**config.mk**
```make
export PLATFORM = sky130hd
export DESIGN_NAME = uart_cmd_rx_flat
export DESIGN_NICKNAME = d
export VERILOG_FILES = /design/src/rtl/uart_cmd_rx_if.sv /design/src/rtl/uart_cmd_rx.sv /design/src/flat_wrapper.sv
export SDC_FILE = /design/constraint.sdc
export NUM_CORES = 1
export LEC_CHECK = 0
export ABC_AREA = 0
export CAP_MARGIN = 20
export CORE_ASPECT_RATIO = 0.5
export CORE_UTILIZATION = 56
export DETAILED_ROUTE_END_ITERATION = 10
export GPL_TIMING_DRIVEN = 0
export MAX_ROUTING_LAYER = met4
export PLACE_DENSITY_LB_ADDON = 0.15
export SLEW_MARGIN = 20
export SYNTH_ARGS = -nofsm -noshare
export SYNTH_HDL_FRONTEND = slang
export SYNTH_SLANG_ARGS = --single-unit
export TNS_END_PERCENT = 20
```
**constraint.sdc**
```tcl
create_clock -name clk -period 4.15 [get_ports clk]
set_input_delay 0.6225 -clock clk [delete_from_list [all_inputs] [get_ports clk]]
set_output_delay 0.6225 -clock clk [all_outputs]
set_load 0.005 [all_outputs]
```
**src/rtl/uart_cmd_rx_if.sv**
```systemverilog
// rtl/uart_cmd_rx_if.sv - serial input and decoded command outputs of uart_cmd_rx
interface uart_cmd_rx_if;
    logic        uart_rxd;
    logic [7:0]  rx_byte;
    logic        rx_valid;
    logic        frame_err;
    logic        cmd_err;
    logic [15:0] phase_inc;
    logic [7:0]  amplitude;
    logic        cfg_update;

    // Receiver side: takes the serial line, produces bytes and configuration
    modport slave (
        input  uart_rxd,
        output rx_byte, rx_valid, frame_err, cmd_err, phase_inc, amplitude, cfg_update
    );

    modport master (
        output uart_rxd,
        input  rx_byte, rx_valid, frame_err, cmd_err, phase_inc, amplitude, cfg_update
    );
endinterface

```
**src/rtl/uart_cmd_rx.sv**
```systemverilog
// rtl/uart_cmd_rx.sv - 8N1 UART receiver with 'F'/'A' command decoder driving phase_inc/amplitude
module uart_cmd_rx #(
    parameter int          CLKS_PER_BIT  = 1042,
    parameter int          TIMEOUT_CLKS  = 200000,
    parameter logic [15:0] PHASE_INC_RST = 16'h0100,
    parameter logic [7:0]  AMP_RST       = 8'hFF
) (
    input  logic           clk,
    input  logic           rst_n,
    uart_cmd_rx_if.slave   bus
);
    localparam int            CW      = $clog2(CLKS_PER_BIT);
    localparam int            TW      = $clog2(TIMEOUT_CLKS + 1);
    localparam logic [CW-1:0] HALF_M1 = CW'(CLKS_PER_BIT / 2 - 1);
    localparam logic [CW-1:0] FULL_M1 = CW'(CLKS_PER_BIT - 1);
    localparam logic [TW-1:0] TMO     = TW'(TIMEOUT_CLKS);

    typedef enum logic [2:0] {S_IDLE, S_START, S_DATA, S_STOP, S_WAIT_HI} rx_state_e;
    typedef enum logic [1:0] {P_IDLE, P_FHI, P_FLO, P_AMP} p_state_e;

    logic            rx_meta_q, rxs_q;
    rx_state_e       rx_state_q, rx_state_d;
    logic [CW-1:0]   cnt_q, cnt_d;
    logic [2:0]      bit_idx_q, bit_idx_d;
    logic [7:0]      shift_q, shift_d;
    logic [7:0]      rx_byte_q, rx_byte_d;
    logic            rx_valid_q, rx_valid_d;
    logic            frame_err_q, frame_err_d;
    logic            stop_sample;

    p_state_e        p_state_q, p_state_d;
    logic [TW-1:0]   tmo_q, tmo_d;
    logic [7:0]      hi_q, hi_d;
    logic [15:0]     phase_q, phase_d;
    logic [7:0]      amp_q, amp_d;
    logic            cmd_err_q, cmd_err_d;
    logic            cfg_q, cfg_d;
    logic            tmo_hit, abort;

    // Receiver: state register, synchronizer and datapath
    always_ff @(posedge clk or negedge rst_n) begin
        if (!rst_n) begin
            rx_meta_q   <= 1'b1;
            rxs_q       <= 1'b1;
            rx_state_q  <= S_IDLE;
            cnt_q       <= '0;
            bit_idx_q   <= '0;
            shift_q     <= '0;
            rx_byte_q   <= '0;
            rx_valid_q  <= 1'b0;
            frame_err_q <= 1'b0;
        end else begin
            rx_meta_q   <= bus.uart_rxd;
            rxs_q       <= rx_meta_q;
            rx_state_q  <= rx_state_d;
            cnt_q       <= cnt_d;
            bit_idx_q   <= bit_idx_d;
            shift_q     <= shift_d;
            rx_byte_q   <= rx_byte_d;
            rx_valid_q  <= rx_valid_d;
            frame_err_q <= frame_err_d;
        end
    end

    always_comb begin
        rx_state_d = rx_state_q;
        cnt_d      = cnt_q;
        bit_idx_d  = bit_idx_q;
        shift_d    = shift_q;
        unique case (rx_state_q)
            S_IDLE: begin
                if (!rxs_q) begin
                    rx_state_d = S_START;
                    cnt_d      = '0;
                end
            end
            S_START: begin
                if (cnt_q == HALF_M1) begin
                    cnt_d      = '0;
                    bit_idx_d  = '0;
                    rx_state_d = rxs_q ? S_IDLE : S_DATA;
                end else begin
                    cnt_d = cnt_q + 1'b1;
                end
            end
            S_DATA: begin
                if (cnt_q == FULL_M1) begin
                    cnt_d   = '0;
                    shift_d = {rxs_q, shift_q[7:1]};
                    if (bit_idx_q == 3'd7) rx_state_d = S_STOP;
                    else                   bit_idx_d  = bit_idx_q + 3'd1;
                end else begin
                    cnt_d = cnt_q + 1'b1;
                end
            end
            S_STOP: begin
                if (cnt_q == FULL_M1) begin
                    cnt_d      = '0;
                    rx_state_d = rxs_q ? S_IDLE : S_WAIT_HI;
                end else begin
                    cnt_d = cnt_q + 1'b1;
                end
            end
            S_WAIT_HI: begin
                if (rxs_q) rx_state_d = S_IDLE;
            end
            default: rx_state_d = S_IDLE;
        endcase
    end

    always_comb begin
        stop_sample = (rx_state_q == S_STOP) && (cnt_q == FULL_M1);
        rx_valid_d  = stop_sample && rxs_q;
        frame_err_d = stop_sample && !rxs_q;
        rx_byte_d   = rx_valid_d ? shift_q : rx_byte_q;
    end

    // Parser: state register and configuration registers
    always_ff @(posedge clk or negedge rst_n) begin
        if (!rst_n) begin
            p_state_q <= P_IDLE;
            tmo_q     <= '0;
            hi_q      <= '0;
            phase_q   <= PHASE_INC_RST;
            amp_q     <= AMP_RST;
            cmd_err_q <= 1'b0;
            cfg_q     <= 1'b0;
        end else begin
            p_state_q <= p_state_d;
            tmo_q     <= tmo_d;
            hi_q      <= hi_d;
            phase_q   <= phase_d;
            amp_q     <= amp_d;
            cmd_err_q <= cmd_err_d;
            cfg_q     <= cfg_d;
        end
    end

    // A byte arriving on the expiry cycle wins over the timeout
    assign tmo_hit = (tmo_q == TMO) && !rx_valid_q;
    assign abort   = (p_state_q != P_IDLE) && (frame_err_d || tmo_hit);

    always_comb begin
        p_state_d = p_state_q;
        if (abort) begin
            p_state_d = P_IDLE;
        end else if (rx_valid_q) begin
            unique case (p_state_q)
                P_IDLE: begin
                    if (rx_byte_q == 8'h46)      p_state_d = P_FHI;
                    else if (rx_byte_q == 8'h41) p_state_d = P_AMP;
                end
                P_FHI:   p_state_d = P_FLO;
                default: p_state_d = P_IDLE;
            endcase
        end
    end

    always_comb begin
        cmd_err_d = abort || (rx_valid_q && (p_state_q == P_IDLE) &&
                              (rx_byte_q != 8'h46) && (rx_byte_q != 8'h41));
        cfg_d     = rx_valid_q && ((p_state_q == P_FLO) || (p_state_q == P_AMP));
        hi_d      = (rx_valid_q && (p_state_q == P_FHI)) ? rx_byte_q : hi_q;
        phase_d   = (rx_valid_q && (p_state_q == P_FLO)) ? {hi_q, rx_byte_q} : phase_q;
        amp_d     = (rx_valid_q && (p_state_q == P_AMP)) ? rx_byte_q : amp_q;
        if ((p_state_q == P_IDLE) || rx_valid_q) tmo_d = '0;
        else if (tmo_q != TMO)                   tmo_d = tmo_q + 1'b1;
        else                                     tmo_d = tmo_q;
    end

    assign bus.rx_byte    = rx_byte_q;
    assign bus.rx_valid   = rx_valid_q;
    assign bus.frame_err  = frame_err_q;
    assign bus.cmd_err    = cmd_err_q;
    assign bus.phase_inc  = phase_q;
    assign bus.amplitude  = amp_q;
    assign bus.cfg_update = cfg_q;
endmodule
```
**src/flat_wrapper.sv**
```systemverilog
// flat-port wrapper written by rule: the top's interface ports become plain ports
module uart_cmd_rx_flat 
#(
    parameter int          CLKS_PER_BIT  = 1042,
    parameter int          TIMEOUT_CLKS  = 200000,
    parameter logic [15:0] PHASE_INC_RST = 16'h0100,
    parameter logic [7:0]  AMP_RST       = 8'hFF
)
  (clk, rst_n, bus_uart_rxd, bus_rx_byte, bus_rx_valid, bus_frame_err, bus_cmd_err, bus_phase_inc, bus_amplitude, bus_cfg_update);
  uart_cmd_rx_if bus_i ();
  input  logic clk;
  input  logic rst_n;
  input wire logic [$bits(bus_i.uart_rxd)-1:0] bus_uart_rxd;
  output wire logic [$bits(bus_i.rx_byte)-1:0] bus_rx_byte;
  output wire logic [$bits(bus_i.rx_valid)-1:0] bus_rx_valid;
  output wire logic [$bits(bus_i.frame_err)-1:0] bus_frame_err;
  output wire logic [$bits(bus_i.cmd_err)-1:0] bus_cmd_err;
  output wire logic [$bits(bus_i.phase_inc)-1:0] bus_phase_inc;
  output wire logic [$bits(bus_i.amplitude)-1:0] bus_amplitude;
  output wire logic [$bits(bus_i.cfg_update)-1:0] bus_cfg_update;
  assign bus_i.uart_rxd = bus_uart_rxd;
  assign bus_rx_byte = bus_i.rx_byte;
  assign bus_rx_valid = bus_i.rx_valid;
  assign bus_frame_err = bus_i.frame_err;
  assign bus_cmd_err = bus_i.cmd_err;
  assign bus_phase_inc = bus_i.phase_inc;
  assign bus_amplitude = bus_i.amplitude;
  assign bus_cfg_update = bus_i.cfg_update;
  uart_cmd_rx #(.CLKS_PER_BIT(CLKS_PER_BIT), .TIMEOUT_CLKS(TIMEOUT_CLKS), .PHASE_INC_RST(PHASE_INC_RST), .AMP_RST(AMP_RST)) u_core (.clk(clk), .rst_n(rst_n), .bus(bus_i));
endmodule
```
== Word level (Yosys, flattened, before mapping) ==
Cells that the tools add are included.

* Register bits: 91
* Bits of input ports: 3

* Add/sub/neg operators: 3
* Eq/ne operators: 24
* Mux-type cells: 24
* Reduce and logical (&&, ||, !) cells: 31

{| class="wikitable"
|+ Operators with widths
! kind !! number
|-
| $mux W18 || 2
|-
| $mux W11 || 3
|-
| $pmux W11 S3 || 1
|-
| $mux W3 || 10
|-
| $add A18 B1 Y18 const B || 1
|-
| $eq A18 B18 Y1 const B || 1
|-
| $ne A18 B18 Y1 const B || 1
|-
| $eq A8 B7 Y1 const B || 2
|-
| $ne A8 B7 Y1 const B || 2
|-
| $pmux W3 S5 || 1
|-
| $logic_and A1 B1 Y1 || 12
|-
| $add A11 B1 Y11 const B || 1
|-
| $eq A11 B10 Y1 const B || 1
|-
| $eq A11 B11 Y1 const B || 1
|-
| $mux W2 || 5
|-
| $ne A2 B1 Y1 const B || 5
|-
| $reduce_bool A2 Y1 || 4
|-
| $eq A3 B2 Y1 const B || 2
|-
| $eq A3 B3 Y1 const B || 2
|-
| $pmux W3 S2 || 1
|-
| $reduce_and A2 Y1 || 3
|-
| $reduce_and A6 Y1 || 1
|-
| $eq A2 B2 Y1 const B || 2
|-
| $logic_or A1 B1 Y1 || 4
|-
| other kinds (12) || 14
|}

== Logic depth before layout (Yosys ltp) ==
* Word-level depth: 7
* Mapped depth: 8
* Gate-level depth less buffers: 7

== Least setup slack after synthesis ==
Ideal clock, no wire load.

* Kind: reg-to-reg
* Start: register u_core.cnt_q[1]
* End: register u_core.rx_byte_q[0], in the netlist u_core.bus.rx_byte[0]
* Library setup time: 125 ps
* Data arrival time: 1,974 ps
* Required time: 4,025 ps
* Slack: 2,051 ps
* Cell stages (with the launch flop): 9
* Buffers on the path: 1
* Clock period less this slack: 2,099 ps
* Cells stage by stage: dfrtp_1 inv_1 ha_1 nor4bb_1 nand4b_1 or3_1 or2_1 buf_6 mux2_4

* Cells in the longest elaborated chain, start to end: 3

{| class="wikitable"
|+ RTL lines
! element !! line !! text
|-
| from (decl) || uart_cmd_rx.sv:23 || <nowiki>logic [CW-1:0] cnt_q, cnt_d;</nowiki>
|-
| from (signal assigned) || uart_cmd_rx.sv:56 || <nowiki>cnt_q <= cnt_d;</nowiki>
|-
| $eq A11 B11 Y1 || uart_cmd_rx.sv:112 || <nowiki>stop_sample = (rx_state_q == S_STOP) && (cnt_q == FULL_M1);</nowiki>
|-
| $logic_and A1 B1 Y1 || uart_cmd_rx.sv:112 ||
|-
| $logic_and A1 B1 Y1 || uart_cmd_rx.sv:113 || <nowiki>rx_valid_d = stop_sample && rxs_q;</nowiki>
|-
| to (signal assigned) || uart_cmd_rx.sv:59 || <nowiki>rx_byte_q <= rx_byte_d;</nowiki>
|-
| to (decl) || uart_cmd_rx.sv:26 || <nowiki>logic [7:0] rx_byte_q, rx_byte_d;</nowiki>
|}

No other way between the ends.
A chain may end at the register's enable or synchronous reset.

== Worst setup path in the final report ==
* Start: register u_core.cnt_q[1]
* End: register u_core.rx_byte_q[6], in the netlist u_core.bus.rx_byte[6]

Same word-level chain as after synthesis.

==> results.py <==
metrics = {
    "timing": {
        "fin_tns_setup_ns": 0,
        "rsz0062_at_grt": "no",
        "final_max_slew_viol_count": 0,
        "max_freq_mhz": 426,
        "worst_slack_ns": 1.80,
        "finalCritPeriodShare_pct": 56.5,
        "finalSetupViolations": 0,
        "period_minus_slack_ns": 2.35,
        "hold_violations": 0,
        "fin_skew_ns": 0.00738,
        "holdWs_ns": 0.288,
        "tightest_slew_ns": 0.588,
        "relSlewSlack_pct": 60.7,
    },
    "worst_setup_path": {
        "required_ns": 4.37,
        "r2r_end": "u_core.bus.rx_byte[6]",
        "criticalPathCategory": "reg2reg",
        "crit_path_end_kind": "register",
        "r2r_cells": 8,
        "crit_fanout": 8,
        "r2r_start": "u_core.cnt_q[1]",
        "worstSetupStartpointType": "register",
        "timing.reg2reg.setup_slack_ns": 1.80,
        "critPathArrivalTime_ns": 2.57,
    },
    "die": {
        "coreArea_um2": 6860,
        "fp-row-count": 21,
        "dieArea_um2": 7660,
        "dieWidth_um": 123,
        "die_y_um": 62.4,
        "num_io_pins": 39,
        "start_util_pct": 59.6,
    },
    "synth": {
        "synthTopCellsByArea": "dfrtp_1 (49%), mux2_2 (11%), dfstp_2 (7.1%), mux2_4 (2.9%), nor2_1 (2.9%)",
        "synth_nets": 351,
        "ys_seq_area_share_pct": 56.1,
        "synth_cell_types": 53,
        "synthesis.area_um2": 4090,
        "synth_area_leader_cell": "dfrtp_1",
        "yosysTopAreaCellShare_pct": 49.0,
        "synthFlopType": "dfrtp_1",
        "ys_async_sr_fraction_pct": 100,
        "synth_edf_count": 0,
        "ys_warn_count": 0,
        "avgSynthCellArea_um2": 12.0,
        "ys_seq_elements": 91,
        "synthCells": 341,
    },
    "pwr": {
        "ir_worst_vdd_v": 0.000227,
        "seq_power_share_pct": 51.2,
        "p_sw_uw": 344,
        "swShare_pct": 19.8,
        "power_density_nw_per_um2": 354,
        "combPwrFrac_pct": 1.3,
        "p_clk_share_pct": 47.4,
        "power.internal_uw": 1390,
        "p_total_uw": 1740,
        "p_leak_uw": 0.00223,
    },
    "clock_tree": {
        "root_buffer": "clkbuf_16",
        "numCtsBuffers": 9,
        "cts_tree": "built",
        "htreeDepth": 3,
        "cts-resized-gates": 0,
        "cts_sinks": 91,
        "clk_pin_slew_ns": 0.06,
        "post_cts_buffers": 0,
        "hold_buffers": 0,
        "clock_path_buffers": 2,
        "clock_latency_ns": 0.34,
    },
    "route": {
        "num_vias": 2756,
        "highest_layer": "met4",
        "post_drt_wl_per_cell_um": 16.2,
        "met2_length_mm": 3.93,
        "drt.antenna.violating_nets": 0,
        "dr.first_iter.drc_count": 211,
        "routed_wl_mm": 7.91,
        "drt_pre_antenna_iters": 4,
        "vias_per_cell": 5.65,
        "drt-met1-wl_mm": 3.60,
        "wl_met3_um": 287,
        "drc": 0,
    },
    "placement": {
        "hpwl_mm": 5.39,
        "place_worst_setup_slack_ns": 1.82,
        "routabilityCongestion": 0.869,
        "portBuffers": 38,
    },
    "global_routing": {
        "grt_pass1_wl_mm": 13.7,
        "grt.overflow.total": 0,
        "antenna_found_initial": 0,
        "grt_pass1_vias": 2810,
        "grt_max_degree": 48,
        "track_usage_pct": 24.5,
    },
    "finish": {
        "area_growth_pct": 20.0,
        "n_antenna_cell": 0,
        "nets": 401,
        "fill_cells": 449,
        "drive_above_1_share_pct": 23.0,
    },
    "run_status": {
        "status": "completed",
    },
    "job": {
        "max_cap_violations": 0,
    },
    "hold_path": {
        "hold_class": "in2async",
    },
}
==> logic make-up after synthesis <==
kind of cell	Yosys count	share of synthesized area [%]
and+or+nand+nor	116	15.3
DFF	91	56.1
muxes	52	14.9
AOI/OAI and AO/OA	41	6.49
buffers and inverters	21	2.33
xor gates and xnor gates	13	2.79
adders and majority gates	7	2.14
==> power groups by stage <==
stage          Combinational (µW)  Sequential, µW  Clock (µW)
6_report                     22.9             890         824
4_1_cts                      24.5             889         848
3_5_place_dp                 24.5             906           0
2_1_floorplan                2.35             906           0
5_1_grt                      27.6             889         883
3_3_place_gp                 21.5             906           0
==> sequential cells by signal, summed over array words and instances (netlist names) <==
register and cells:
u_core.rxs_q 1, u_core.bus.amplitude 8, u_core.bus.rx_valid 1, u_core.shift_q 8, u_core.bus.cmd_err 1, u_core.hi_q 8, u_core.bus.phase_inc 16, u_core.bus.rx_byte 8
u_core.rx_meta_q 1, u_core.rx_state_q 3, u_core.cnt_q 11, u_core.p_state_q 2, u_core.tmo_q 18, u_core.bus.cfg_update 1, u_core.bus.frame_err 1, u_core.bit_idx_q 3
==> layer usage <==
layer  global-route usage (%)  vias up
met5                        -        -
met4                     9.15        0
met3                     7.48       12
met2                     38.1       56
met1                     30.2     1378
li1                         -     1310
==> synth_stat cells, types with 2 or more instances <==
cell type	instances
or3_1	4
a31oi_1	2
clkbuf_1	5
nand2_1	16
or2_2	3
dfrtp_1	80
nand3b_1	3
nor4_1	4
nor4b_1	2
mux2_2	39
nand4_1	5
mux2i_1	5
nand2b_1	3
xor2_1	11
and3_1	2
nand4b_1	2
a21oi_1	7
o21ai_0	15
nand3_1	16
ha_1	7
and4_1	2
a22o_1	7
o31ai_1	2
nor2b_1	3
nor3_1	6
mux2_4	8
buf_2	3
nor2_1	32
xnor2_1	2
inv_1	10
and2_1	2
dfstp_2	11
nor4bb_1	2
==> area by class of cell <==
class | instances | area [µm²] | share of cell area, %
sequential | 91 | 2290 | 46.7
timing repair buffer | 39 | 398 | 8.11
buffer | 11 | 57.6 | 1.17
clock inverter | 4 | 48.8 | 0.995
inverter | 10 | 37.5 | 0.766
clock buffer | 12 | 256 | 5.23
tap | 92 | 115 | 2.35
multi-input combinational | 229 | 1700 | 34.7
==> through the flow <==
stage | area [µm²] | util [%] | cells
after floorplan | 4090 | - | 341
after global placement | 4580 | 66.8 | 471
after detailed placement | 4600 | 67.0 | 472
after CTS | 4900 | 71.5 | 488
after global routing | 4900 | 71.5 | 488
final | 4900 | 71.5 | 488
==> worst max-delay path, stage by stage, from the launching register on <==
cell	delay [ns]
dfrtp_1	0.45
inv_1	0.11
ha_1	0.14
nor4bb_1	0.24
nand4b_1	0.21
or3_1	0.41
or2_1	0.23
buf_6	0.15
mux2_4	0.30
==> layout by cell type (no fill, tap or decap), types with 8 or more instances in the layout <==
| cell | instances |
|---|---|
| mux2_4 | 8 |
| nand3_1 | 16 |
| clkdlybuf4s50_1 | 37 |
| mux2_2 | 39 |
| clkbuf_16 | 9 |
| nand2_1 | 16 |
| inv_1 | 10 |
| o21ai_0 | 15 |
| nor2_1 | 32 |
| dfstp_2 | 11 |
| dfrtp_1 | 80 |
| xor2_1 | 11 |
==> how the worst max path moves through the flow <==
| stage | from | to | depth (start not counted) |
|---|---|---|---|
| final | u_core.cnt_q[1] | u_core.bus.rx_byte[6] | 8 |
| after global routing | u_core.cnt_q[1] | u_core.bit_idx_q[1] | 8 |
| after CTS | u_core.cnt_q[1] | u_core.bus.rx_byte[6] | 8 |
| after detailed placement | u_core.cnt_q[1] | u_core.bus.rx_byte[6] | 8 |
| after global placement | rst_n | u_core.cnt_q[9] | 1 |
| after floorplan | u_core.cnt_q[1] | u_core.bus.rx_byte[0] | 8 |
Power figures use the tool's default switching activity.
